<file path="config.mk">
export PLATFORM = sky130hd
export DESIGN_NAME = fifo_wr_packer
export DESIGN_NICKNAME = d
export VERILOG_FILES = /design/src/rtl/fifo_wr_packer_pkg.sv /design/src/rtl/fifo_wr_packer_idle_timer.sv /design/src/rtl/fifo_wr_packer.sv
export SDC_FILE = /design/constraint.sdc
export NUM_CORES = 1
export LEC_CHECK = 0
export BUFFER_PORTS_ARGS = -buffer_cell sky130_fd_sc_hd__buf_4
export CAP_MARGIN = 20
export CORE_MARGIN = 2
export CORE_UTILIZATION = 59
export CTS_CLUSTER_DIAMETER = 60
export DETAILED_ROUTE_END_ITERATION = 8
export PLACE_DENSITY_LB_ADDON = 0.15
export SETUP_SLACK_MARGIN = 0.15
export SYNTH_ARGS = -nofsm -noshare
export SYNTH_HDL_FRONTEND = slang
export SYNTH_SLANG_ARGS = --single-unit
</file>
<file path="constraint.sdc">
create_clock -name wr_clk -period 3.13 [get_ports wr_clk]
set_input_delay 0.313 -clock wr_clk [delete_from_list [all_inputs] [get_ports wr_clk]]
set_output_delay 0.313 -clock wr_clk [all_outputs]
set_load 0.05 [all_outputs]
</file>
<file path="src/rtl/fifo_wr_packer_pkg.sv">
// Shared types and constants for the FIFO write-side packer.
package fifo_wr_packer_pkg;

    localparam int unsigned WORD_CNT_W = 32;

    typedef enum logic [1:0] {
        FILL  = 2'd0,
        FLUSH = 2'd1,
        DRAIN = 2'd2
    } state_t;

    // Width of a lane index for a given pack ratio (at least one bit).
    function automatic int unsigned lane_idx_w(input int unsigned ratio);
        int unsigned w;
        w = $clog2(ratio);
        return (w == 0) ? 1 : w;
    endfunction

endpackage

</file>
<file path="src/rtl/fifo_wr_packer_idle_timer.sv">
// Idle counter for the packer's auto-flush: counts while run is high, clears on clear,
// and reports expiry once LIMIT idle cycles have accumulated.
module fifo_wr_packer_idle_timer #(
    parameter int unsigned LIMIT = 256
) (
    input  logic clk,
    input  logic rst_n,
    input  logic run,
    input  logic clear,
    output logic expire_c
);

    localparam int unsigned CNT_W = $clog2(LIMIT + 1);

    logic [CNT_W-1:0] count;

    // Saturating count of consecutive idle cycles.
    always_ff @(posedge clk or negedge rst_n) begin
        if (!rst_n) begin
            count <= '0;
        end else if (clear || !run) begin
            count <= '0;
        end else if (count != CNT_W'(LIMIT)) begin
            count <= count + CNT_W'(1);
        end
    end

    assign expire_c = run && !clear && (count == CNT_W'(LIMIT));

endmodule

</file>
<file path="src/rtl/fifo_wr_packer.sv">
// Packs PACK_RATIO narrow input words into one FIFO word and drives the FIFO write port.
// Optional idle auto-flush is enabled with `define FIFO_WR_PACKER_TIMEOUT_EN.
module fifo_wr_packer
    import fifo_wr_packer_pkg::*;
#(
    parameter int unsigned IN_WIDTH       = 8,
    parameter int unsigned PACK_RATIO     = 2,
    parameter int unsigned THROTTLE_ON_AF = 0,
    parameter int unsigned TIMEOUT_CYCLES = 256
) (
    input  logic                                wr_clk,
    input  logic                                wr_rst_n,
    input  logic [IN_WIDTH-1:0]                 in_data,
    input  logic                                in_valid,
    output logic                                in_ready,
    input  logic                                flush,
    output logic                                flush_done,
    output logic [IN_WIDTH*PACK_RATIO-1:0]      fifo_wr_data,
    output logic                                fifo_wr_en,
    input  logic                                fifo_full,
    input  logic                                fifo_almost_full,
    output logic [lane_idx_w(PACK_RATIO)-1:0]   lane_cnt,
    output logic [WORD_CNT_W-1:0]               word_cnt
);

    localparam int unsigned OUT_WIDTH = IN_WIDTH * PACK_RATIO;
    localparam int unsigned LANE_W    = lane_idx_w(PACK_RATIO);
    localparam logic [LANE_W-1:0] LAST_LANE = LANE_W'(PACK_RATIO - 1);

    state_t                 state, state_nxt;
    logic [OUT_WIDTH-1:0]   acc, acc_wr, out_reg;
    logic                   out_valid;
    logic                   rst_done;
    logic                   flush_silent, silent_nxt;
    logic                   load_partial, done_nxt;
    logic                   accept, complete, out_free, flush_req, timeout_fire;
    logic                   lane_empty_after, out_busy_after;

    assign fifo_wr_en   = out_valid && !fifo_full;
    assign fifo_wr_data = out_reg;
    assign out_free     = !out_valid || fifo_wr_en;
    assign in_ready     = rst_done && (state == FILL)
                          && ((lane_cnt != LAST_LANE) || out_free)
                          && !((THROTTLE_ON_AF != 0) && fifo_almost_full);
    assign accept       = in_valid && in_ready;
    assign complete     = accept && (lane_cnt == LAST_LANE);
    assign flush_req    = flush || timeout_fire;

    // Occupancy as it will be after this edge, so a same-cycle accept is folded into the flush.
    assign lane_empty_after = complete || ((lane_cnt == '0) && !accept);
    assign out_busy_after   = complete || (out_valid && !fifo_wr_en);

`ifdef FIFO_WR_PACKER_TIMEOUT_EN
    fifo_wr_packer_idle_timer #(
        .LIMIT    (TIMEOUT_CYCLES)
    ) u_idle_timer (
        .clk      (wr_clk),
        .rst_n    (wr_rst_n),
        .run      (lane_cnt != '0),
        .clear    (accept || (state != FILL)),
        .expire_c (timeout_fire)
    );
`else
    logic unused_timeout;
    assign unused_timeout = |TIMEOUT_CYCLES;
    assign timeout_fire   = 1'b0;
`endif

    // Accumulator with the current lane overwritten by the incoming word.
    always_comb begin
        acc_wr = acc;
        for (int unsigned k = 0; k < PACK_RATIO; k++) begin
            if (lane_cnt == LANE_W'(k)) begin
                acc_wr[k*IN_WIDTH +: IN_WIDTH] = in_data;
            end
        end
    end

    always_ff @(posedge wr_clk or negedge wr_rst_n) begin
        if (!wr_rst_n) begin
            state <= FILL;
        end else begin
            state <= state_nxt;
        end
    end

    always_comb begin
        state_nxt    = state;
        load_partial = 1'b0;
        done_nxt     = 1'b0;
        silent_nxt   = flush_silent;
        case (state)
            FILL: begin
                if (flush_req) begin
                    if (lane_empty_after && !out_busy_after) begin
                        done_nxt = 1'b1;
                    end else begin
                        state_nxt  = FLUSH;
                        silent_nxt = !flush;
                    end
                end
            end
            FLUSH: begin
                if (out_free) begin
                    load_partial = (lane_cnt != '0);
                    state_nxt    = DRAIN;
                end
            end
            DRAIN: begin
                if (out_free) begin
                    done_nxt   = !flush_silent;
                    silent_nxt = 1'b0;
                    state_nxt  = FILL;
                end
            end
            default: begin
                state_nxt = FILL;
            end
        endcase
    end

    // Accumulator, output register and counters.
    always_ff @(posedge wr_clk or negedge wr_rst_n) begin
        if (!wr_rst_n) begin
            acc          <= '0;
            out_reg      <= '0;
            out_valid    <= 1'b0;
            lane_cnt     <= '0;
            word_cnt     <= '0;
            flush_done   <= 1'b0;
            flush_silent <= 1'b0;
            rst_done     <= 1'b0;
        end else begin
            rst_done     <= 1'b1;
            flush_done   <= done_nxt;
            flush_silent <= silent_nxt;
            if (fifo_wr_en) begin
                word_cnt <= word_cnt + WORD_CNT_W'(1);
            end
            if (complete) begin
                out_reg   <= acc_wr;
                out_valid <= 1'b1;
                acc       <= '0;
                lane_cnt  <= '0;
            end else if (load_partial) begin
                out_reg   <= acc;
                out_valid <= 1'b1;
                acc       <= '0;
                lane_cnt  <= '0;
            end else begin
                if (fifo_wr_en) begin
                    out_valid <= 1'b0;
                end
                if (accept) begin
                    acc      <= acc_wr;
                    lane_cnt <= lane_cnt + LANE_W'(1);
                end
            end
        end
    end

endmodule
</file>
==> results of run 1 <==
==> kinds of logic (layout without fill, tap and decap cells) <==
family / count (synthesis) / in the layout
fa+ha+maj: 2 / 2
other cells: 1 / 1
flops: 71 / 71
xor+xnor: 31 / 31
mux: 59 / 59
simple gates: 105 / 105
compound gates: 13 / 13
buf+inv: 20 / 85
==> area by class of cell <==
cell class	instances	area, um2
Tap cell	75	93.84
Fill cell	434	1605
Sequential cell	71	1777
Clock buffer	14	172.7
Timing Repair Buffer	67	503.0
Multi-Input combinational cell	211	1619
Inverter	2	7.507
Clock inverter	2	37.54
==> placed cells by master, fill, tap and decap left out, types with 2 or more instances in the layout <==
cell                       count
sky130_fd_sc_hd__buf_4        67
sky130_fd_sc_hd__xor2_1       23
sky130_fd_sc_hd__and2_1        2
sky130_fd_sc_hd__nor2_1       12
sky130_fd_sc_hd__mux2i_1      56
sky130_fd_sc_hd__and4_1        3
sky130_fd_sc_hd__nand2_1      22
sky130_fd_sc_hd__nand4_2       2
sky130_fd_sc_hd__ha_1          2
sky130_fd_sc_hd__nand4_1       4
sky130_fd_sc_hd__a21oi_1      12
sky130_fd_sc_hd__dfrtp_1      71
sky130_fd_sc_hd__nor2b_1       2
sky130_fd_sc_hd__or3_1         2
sky130_fd_sc_hd__and3_1        6
sky130_fd_sc_hd__nor3_1       17
sky130_fd_sc_hd__nand3_1      16
sky130_fd_sc_hd__clkbuf_8     12
sky130_fd_sc_hd__nor4_2        7
sky130_fd_sc_hd__mux2_2        3
sky130_fd_sc_hd__inv_1         2
sky130_fd_sc_hd__xnor2_1       8
sky130_fd_sc_hd__clkbuf_1      2
==> stage by stage <==
step / instances / setup slack [ns] / area (um2) / util, % / total power [mW]
3_5_place_dp: 426 / 1.102 / 4000 / 68.78 / 2.719
5_1_grt: 442 / 0.8433 / 4210 / 72.40 / 3.648
2_1_floorplan: 302 / 0.8245 / 3497 / - / 2.336
6_report: 442 / 1.085 / 4210 / 72.40 / 3.458
4_1_cts: 442 / 1.090 / 4210 / 72.40 / 3.482
3_3_place_gp: 426 / 1.162 / 4000 / 68.78 / 2.676
==> state kept, by name (all words and copies together) (netlist names) <==
| register | cells |
|---|---|
| flush_done | 1 |
| flush_silent | 1 |
| fifo_wr_data | 16 |
| out_valid | 1 |
| word_cnt | 32 |
| rst_done | 1 |
| acc | 16 |
| lane_cnt | 1 |
| state | 2 |
==> cells in the mapped netlist (all sizes together) (2+ instances only) <==
cell type / count
xor2: 23
inv: 2
nand3b: 2
nor4: 8
dfrtp: 71
xnor2: 8
mux2: 3
ha: 2
buf: 10
a21oi: 12
nor2b: 2
nor2: 12
nand2: 22
nand3: 16
nand4: 7
mux2i: 56
or3: 2
and4: 3
and3: 6
and2: 2
clkbuf: 8
nor3: 17
==> routing by layer <==
metal  vias up  wire, um  share of wire (%)
li1       1183         -                  -
met3        11       282                4.1
met5         -         0                  0
met2        56      3437                 49
met1      1214      3124                 45
met4         0       112                1.6
==> where the power goes <==
group,switching [mW],internal (mW),total [mW]
sequential,0.191,1.14,1.33
combinational,0.866,0.503,1.37
clock,0.325,0.435,0.759
total,1.38,2.08,3.46
==> how the worst max path moves through the flow <==
stage,from,to,slack [ns],cells after the start
6_report,state[1]$_DFFE_PN0P_,fifo_wr_data[0]$_DFFE_PN0P_,1.08,5
4_1_cts,state[1]$_DFFE_PN0P_,fifo_wr_data[0]$_DFFE_PN0P_,1.09,5
3_3_place_gp,state[1]$_DFFE_PN0P_,fifo_wr_data[11]$_DFFE_PN0P_,1.16,5
2_1_floorplan,lane_cnt$_DFFE_PN0P_,fifo_wr_data[10]$_DFFE_PN0P_,0.82,7
5_1_grt,state[1]$_DFFE_PN0P_,fifo_wr_data[11]$_DFFE_PN0P_,0.84,5
3_5_place_dp,state[1]$_DFFE_PN0P_,fifo_wr_data[0]$_DFFE_PN0P_,1.10,5
==> worst max-delay path, delay by kind of cell (launching register included) <==
family / cells / cell delay [ns]
AND/OR/NAND/NOR: 1 / 0.29
AO/OA/AOI/OAI: 1 / 0.20
multiplexers: 1 / 0.24
adder cells (fa/ha/maj): 1 / 0.34
flip-flops: 1 / 0.45
buffers and inverters: 1 / 0.42
==> results by stage, run 1 <==
Run status:
- The run finished with clean final reports.

Run:
- The max-cap check violation count is 0.

Timing:
- Based on the critical path, the design can be clocked at up to 489.0 MHz.
- The worst slew slack as a fraction of its limit is 41.71%.
- The worst-case clock skew is 0.007701 ns.
- The tightest hold path in the finished design has a slack of 0.08537 ns.
- The count of endpoints failing hold in the final timing report is 0.
- After routing, the total negative slack on setup checks comes to 0 ns.
- The total count of max-transition violations in the final report was 0.
- Setup violations remaining at the end of the flow were counted as 0.
- Setup repair after global routing left no endpoint under its margin.
- The final critical-path share of the clock period is 65.34%.
- The transition at the pin with the smallest max-transition slack is 0.8744 ns.
- Counting I/O delays and the setup requirement, the final critical path takes 2.045 ns.

Drt:
- The average detailed-routed wire length per instance is 15.74 um.
- The detailed router finished its first iteration with 82 violations.
- The total vias in the final route is 2,464.
- The number of iterations in the first detailed-routing pass is 4.
- The post-detailed-route via-to-cell ratio is 5.575.
- The overall routed net length is 6956 um.
- After detailed routing, the number of remaining DRC violations is 0.
- The count of nets left with antenna violations once routing finished came out at 0.

Floorplanning:
- The initialized floorplan defines 28 standard-cell rows.
- During I/O placement, the number of pins put on the boundary was 66.
- The floorplan step defined a die boundary enclosing 6559 um2.
- The horizontal die dimension is 80.99 um.
- The die is 80.99 um tall.
- After floorplanning, the core was sized to cover 5816 um2.
- The initial standard-cell utilization of the core is 60.13%.

Worst hold path:
- The path type of the worst min-delay path is in2async.

Global routing:
- In the global route stage, met2 resource usage came out at 37.27%.
- For this run, the total global-route usage over all layers was measured as 22.88%.
- The first global-routing pass estimated 11,500 um of wire.
- Global routing finished with a remaining overflow of 0.
- After global routing, the most crowded layer is met2.
- The global-route track usage on met1 is 30.74%.
- Entering global routing, the biggest net connects 72 pins.
- The via count of the first global-routing pass is 2,351.
- The met3 usage in global routing is 3.667%.
- The number of antenna violations at the first check in global routing is 0.

Synthesis:
- Summing the areas of all compound-gate instances in the mapped netlist gives 1.968% of the synthesized area.
- The share of synthesized area occupied by flip-flops and latches is 50.81%.
- The xor/xnor share of the synthesized area is 7.764%.
- The number of nets handed over by synthesis was 318.
- The number of enable flip-flop cells after synthesis is 0.
- By area the synthesized netlist is led by sky130_fd_sc_hd__dfrtp_1 (51%), sky130_fd_sc_hd__mux2i_1 (16%), sky130_fd_sc_hd__xor2_1 (5.8%).
- The share of flip-flops with an asynchronous set or reset after synthesis is 100.0%.
- The cell count after synthesis is 302.
- The average instance area after synthesis is 11.58 um2.
- The arithmetic-cell share of the synthesized area counting full adders, half adders and majority gates is 0.7156%.
- For this run, the leading register cell type out of synthesis is sky130_fd_sc_hd__dfrtp_1.
- By area, the combinational part of the netlist is dominated by simple AND/OR/NAND/NOR gates.
- Multiplexer cells account for 16.99% of the synthesized area.
- The top-area cell type share of the netlist area is 50.81%.
- The warning count from the yosys run is 0.
- The count of state elements after synthesis is 71.
- Summing the areas of all and, or, nand and nor instances in the mapped netlist gives 18.75% of the synthesized area.
- The synthesized netlist contains 37 unique library cells.
- The synthesized netlist occupies a cell area of 3497 um2.
- The largest area contributor in the synthesized netlist is sky130_fd_sc_hd__dfrtp_1.

Critical path:
- For the worst flop-to-flop path, the logic depth is 5.
- The critical path's largest stage delay is 0.45 ns.
- The start of the worst register-to-register path is state[1]$_DFFE_PN0P_.
- For this design, the slowest cell found on the critical path is sky130_fd_sc_hd__dfrtp_1.
- The worst setup path is captured at a flop.
- The critical path goes through nand4bb_1 -> a21oi_1 -> ha_1 -> buf_4 -> mux2i_1.
- The required time reported for the critical path endpoint is 3.38 ns.
- The critical path arrival is 2.30 ns.
- The slack of the worst reg-to-reg path is 1.08 ns.
- The endpoint identified for the worst register-to-register timing path is fifo_wr_data[0]$_DFFE_PN0P_.
- The type of element launching the critical path is a flop.
- The maximum net fanout on the critical path is 29.
- The start-to-end type of the worst setup path is reg2reg.

Clocking:
- The number of hold-repair buffers added at the cts stage is 0.
- The TritonCTS clock tree is yes.
- Gates resized during post-CTS repair numbered 0.
- Clock-pin slew was measured on the worst setup and hold paths at 0.07 ns.
- The buffer count from post-CTS setup fixing is 0.
- The number of levels the H-tree was split into is 3.
- The library cell used as clock root buffer is sky130_fd_sc_hd__clkbuf_8.
- The number of buffers inserted during clock tree synthesis is 9.
- The total clock sinks is 71.
- The clock passes through at most 2 buffers.
- Clock latency on the worst-skew pair, taken at its later pin, is 0.34 ns.

Finish:
- The relative area change from synthesis to final layout is 20.39%.
- The share of cells above drive strength 1 is 26.43%.
- The final net count is 378.
- The diode insertion count for antenna repair is 0.

Place:
- The global placement routability congestion is 0.7504.
- The wire-length estimate of the detail-placed layout is 4666 um.
- The number of port buffers is 64.

Power and ir drop:
- Dividing total power by cell area gives a power density of 821.3 nW/um2.
- For this design the static power due to leakage is 2.261 nW.
- Across the VDD grid, the largest voltage drop is 0.6067 mV.
No activity file was read; power rests on OpenSTA's default activity.
==> run 2, diff against run 1 <==
- ABC_AREA: default -> 1
- CORE_UTILIZATION: 59 -> 51
- clock period: 3.13 -> 1.7 ns (I/O delays scaled with it)
==> run 2 against run 1 <==
  * Critical path depth unchanged
  * Cell count increased by 57%
  * Critical endpoint is now fifo_wr_en
  * Power increased by 120%
  * Highest routed layer unchanged
  * Synthesized cell count increased by 68%
==> results by stage, run 2 <==
Synthesis:
- The biggest area contributor in the post-synthesis netlist is sky130_fd_sc_hd__dfrtp_1.
- For this run, the number of Yosys warnings is 0.
- The cell count after synthesis is 507.
- The synthesized design contains 71 register bits.
- After synthesis, flip-flops and latches occupy 46.88% of the total area.
- The most common cell in the synthesized netlist is sky130_fd_sc_hd__nand2_1.
- The post-synthesis instance area is 3790 um2.
- By area the synthesized netlist is led by sky130_fd_sc_hd__dfrtp_1 (47%), sky130_fd_sc_hd__nand2_1 (18%), sky130_fd_sc_hd__nor2_1 (6.2%).
- The synthesized netlist net count is 523.
- Of all flip-flops after synthesis, the portion carrying an async set or reset was 100.0%.
- The top-area cell type share of the netlist area is 46.88%.
- The most common flop cell mapped by yosys is sky130_fd_sc_hd__dfrtp_1.
- The average instance area after synthesis is 7.475 um2.
- Yosys mapped a number of flops with a built-in enable equal to 0.
- The number of library cell types mapped by synthesis is 30.
- By count the netlist is led by sky130_fd_sc_hd__nand2_1 (183), sky130_fd_sc_hd__dfrtp_1 (71), sky130_fd_sc_hd__nor2_1 (63).

Finish:
- The library cells used most frequently in the layout, excluding fill and tap cells, are sky130_fd_sc_hd__nand2_1 (180), sky130_fd_sc_hd__buf_4 (80), sky130_fd_sc_hd__dfrtp_1 (63), sky130_fd_sc_hd__nor2_1 (56), sky130_fd_sc_hd__inv_1 (47).
- The final net count is 608.
- Leaving out fill and tap cells, the most frequent cell in the layout is sky130_fd_sc_hd__nand2_1.
- Counting the fill cells in the layout gives 638.
- The repair_antennas step left the layout with diodes totalling 0.
- The final cell area excluding filler cells is 4836 um2.
- The register with the most flip-flops in the layout has 32 of them.
- The relative area change from synthesis to final layout is 27.60%.
- The filler-free cell count of the finished design is 696.
- The register with the highest flop count is word_cnt.
- Cells fill 67.03% of the core in the end.
- In the final layout, the share of cells above drive strength 1 is 24.62%.

Global routing:
- The via count of the first global-routing pass came to 3,529.
- Global routing finished with a remaining overflow of 0.
- The number of antenna violations at the first check in global routing is 0.
- Entering global routing, the biggest net connects 41 pins.
- In the global route stage, overall resource usage came out at 24.38%.
- The global-route wire length before repair is 16,100 um.

Floorplanning:
- The placement row count is 31.
- The placeable core region is 7214 um2.
- The initial standard-cell utilization of the core is 52.53%.
- The chip height is 90.21 um.
- In this run the horizontal extent of the chip is 90.21 um.
- The number of I/O pins is 66.
- The die outline area is 8137 um2.

Drt:
- The average detailed-routed wire length per instance is 13.32 um.
- The antenna violation net count after detailed routing is 0.
- The overall routed net length is 9273 um.
- The post-detailed-route via-to-cell ratio is 5.036.
- The number of DRC violations after detailed-routing iteration 0 is 147.
- The detailed-route DRC error count is 0.
- Before antenna repair, the detailed router went through 4 iterations.
- The total vias in the final route is 3,505.

Worst hold path:
- In this run the most critical hold path is launched from flush.
- The path type of the worst min-delay path is in2reg.
- The worst hold path stage count is 3.

Power and ir drop:
- In this run the power density over the cells is 1607 nW/um2.
- In this run the static leakage power is 2.318 nW.
- The worst vdd rail ir drop is 1.011 mV.
- The cell internal power dissipation is 4.226 mW.
- The net switching power of the design is 3.544 mW.
- Of the total power, the share spent switching nets is 45.61%.
- The sequential cell fraction of total power is 33.8%.
- The clock network burns 17.2% of the power.
- In this run, the combinational gates consume 49.0% of the power.

Critical path:
- Data on the critical path is required at its endpoint by 1.53 ns.
- The critical path arrival is 1.42 ns.
- For the worst flop-to-flop path, the logic depth is 11.
- The start-to-end type of the worst setup path is reg2out.
- The worst setup path is launched from a flop.
- The start of the worst register-to-register path is state[1]$_DFFE_PN0P_.
- The most critical setup path has its startpoint at out_valid$_DFFE_PN0P_.
- The worst setup path is captured at a primary output.
- The maximum net fanout on the critical path is 9.

Timing:
- Hold is met by 0.07222 ns.
- The total count of max-transition violations in the final report is 0.
- The count of endpoints failing hold in the final timing report is 0.
- The post-layout worst setup margin is 0.1069 ns.
- Based on the critical path, the design can be clocked at up to 627.7 MHz.
- Setup repair after global routing could not meet its margin everywhere.
- The worst-case clock skew is 0.006937 ns.
- The number of failing setup endpoints in the final timing report is 0.
- Counting I/O delays and the setup requirement, the final critical path takes 1.593 ns.
- The final critical-path share of the clock period is 93.71%.

Clocking:
- The clock tree synthesis step divided the H-tree into 3 levels.
- The total clock sinks is 71.
- The TritonCTS clock tree is yes.
- The library cell used as clock root buffer is sky130_fd_sc_hd__clkbuf_8.
- Buffers inserted during clock tree synthesis total 9.
- The clock latency reported for the late side of the worst-skew pair is 0.33 ns.
- The clock-pin slew of the registers on the worst-case setup and hold paths is 0.08 ns.
- The buffer depth of the longest clock path is 2.

Run status:
- The flow ran to the end, and the final reports show no timing, DRC or antenna violations.

Run:
- The max-cap check violation count is 0.

Place:
- The number of port buffers is 64.
- Once placement completed, the tool counted placed cells totaling 672.
- After detailed placement, the total cell area comes to 4484 um2.
- The sum of net half-perimeters after detailed placement is 6697 um.
- The congestion estimate from routability-driven global placement came to 0.9045.
- OpenSTA, run right after detailed placement, puts the worst setup slack at -0.05342 ns.
run 2: area by class of cell:
class | count | area, um2 | area share [%]
flip-flops and latches | 71 | 1787 | 36.95
clock inverters | 4 | 45.04 | 0.9314
clock buffers | 12 | 145.1 | 3.001
inverters | 55 | 221.5 | 4.580
well taps | 99 | 123.9 | 2.561
repair buffers | 88 | 689.4 | 14.26
multi-input cells | 367 | 1824 | 37.72
run 2: what timing repair did:
item / 4_1_cts / 5_1_grt
cloned: 1 / 0
resized for setup: 10 / 20
buffers inserted: 4 / 2
hold endpoints to repair: 37 / 0
hold buffers: 1 / 0
pin swaps: 2 / 1
setup endpoints to repair: 39 / 44
run 2: power by group through the flow:
stage                     Clock (mW)  Combinational (mW)  Sequential (mW)
after floorplan                    0                1.63             3.49
after global placement             0                3.40             2.60
after detailed placement           0                3.48             2.62
after CTS                       1.37                3.61             2.60
after global routing            1.44                4.15             2.69
final                           1.34                3.81             2.63
run 2: kinds of logic after synthesis:
kind of cell / Yosys count / share of synthesized area, %
AO/OA/AOI/OAI: 39 / 6.207
XOR/XNOR: 13 / 3.004
adder cells (fa/ha/maj): 2 / 0.6602
buffers and inverters: 69 / 8.055
flip-flops: 71 / 46.88
other: 1 / 0.09895
AND/OR/NAND/NOR: 312 / 35.09
run 2: metrics by stage:
step | power, mW | TNS [ns]
detailed placement | 6.101 | -0.05342
finish | 7.769 | 0
CTS | 7.580 | 0
global placement | 6.001 | 0
floorplan | 5.128 | -11.16
global route | 8.281 | 0
run 2: per-layer routing:
layer	GRT usage [%]	wire [um]
met2	45.93	4916
met5	0	0
met1	28.63	3833
met4	7.821	105
met3	3.101	418
run 2: critical path, cell delays in order (launching register included):
cell,delay [ns]
sky130_fd_sc_hd__dfrtp_1,0.39
sky130_fd_sc_hd__buf_4,0.14
sky130_fd_sc_hd__buf_4,0.13
sky130_fd_sc_hd__nand2_4,0.12
sky130_fd_sc_hd__clkinv_4,0.11
sky130_fd_sc_hd__buf_4,0.20
run 2: worst paths after layout:
| check | end | slack (ns) |
|---|---|---|
| setup / recovery | fifo_wr_en | 0.11 |
| hold / removal | flush_done$_DFF_PN0_ | 0.07 |
| min in group asynchronous | word_cnt[15]$_DFFE_PN0P_ | 0.34 |
| setup reg to reg | fifo_wr_data[13]$_DFFE_PN0P_ | 0.13 |
| max in group asynchronous | lane_cnt$_DFFE_PN0P_ | 0.75 |
| hold reg to reg | flush_done$_DFF_PN0_ | 0.47 |
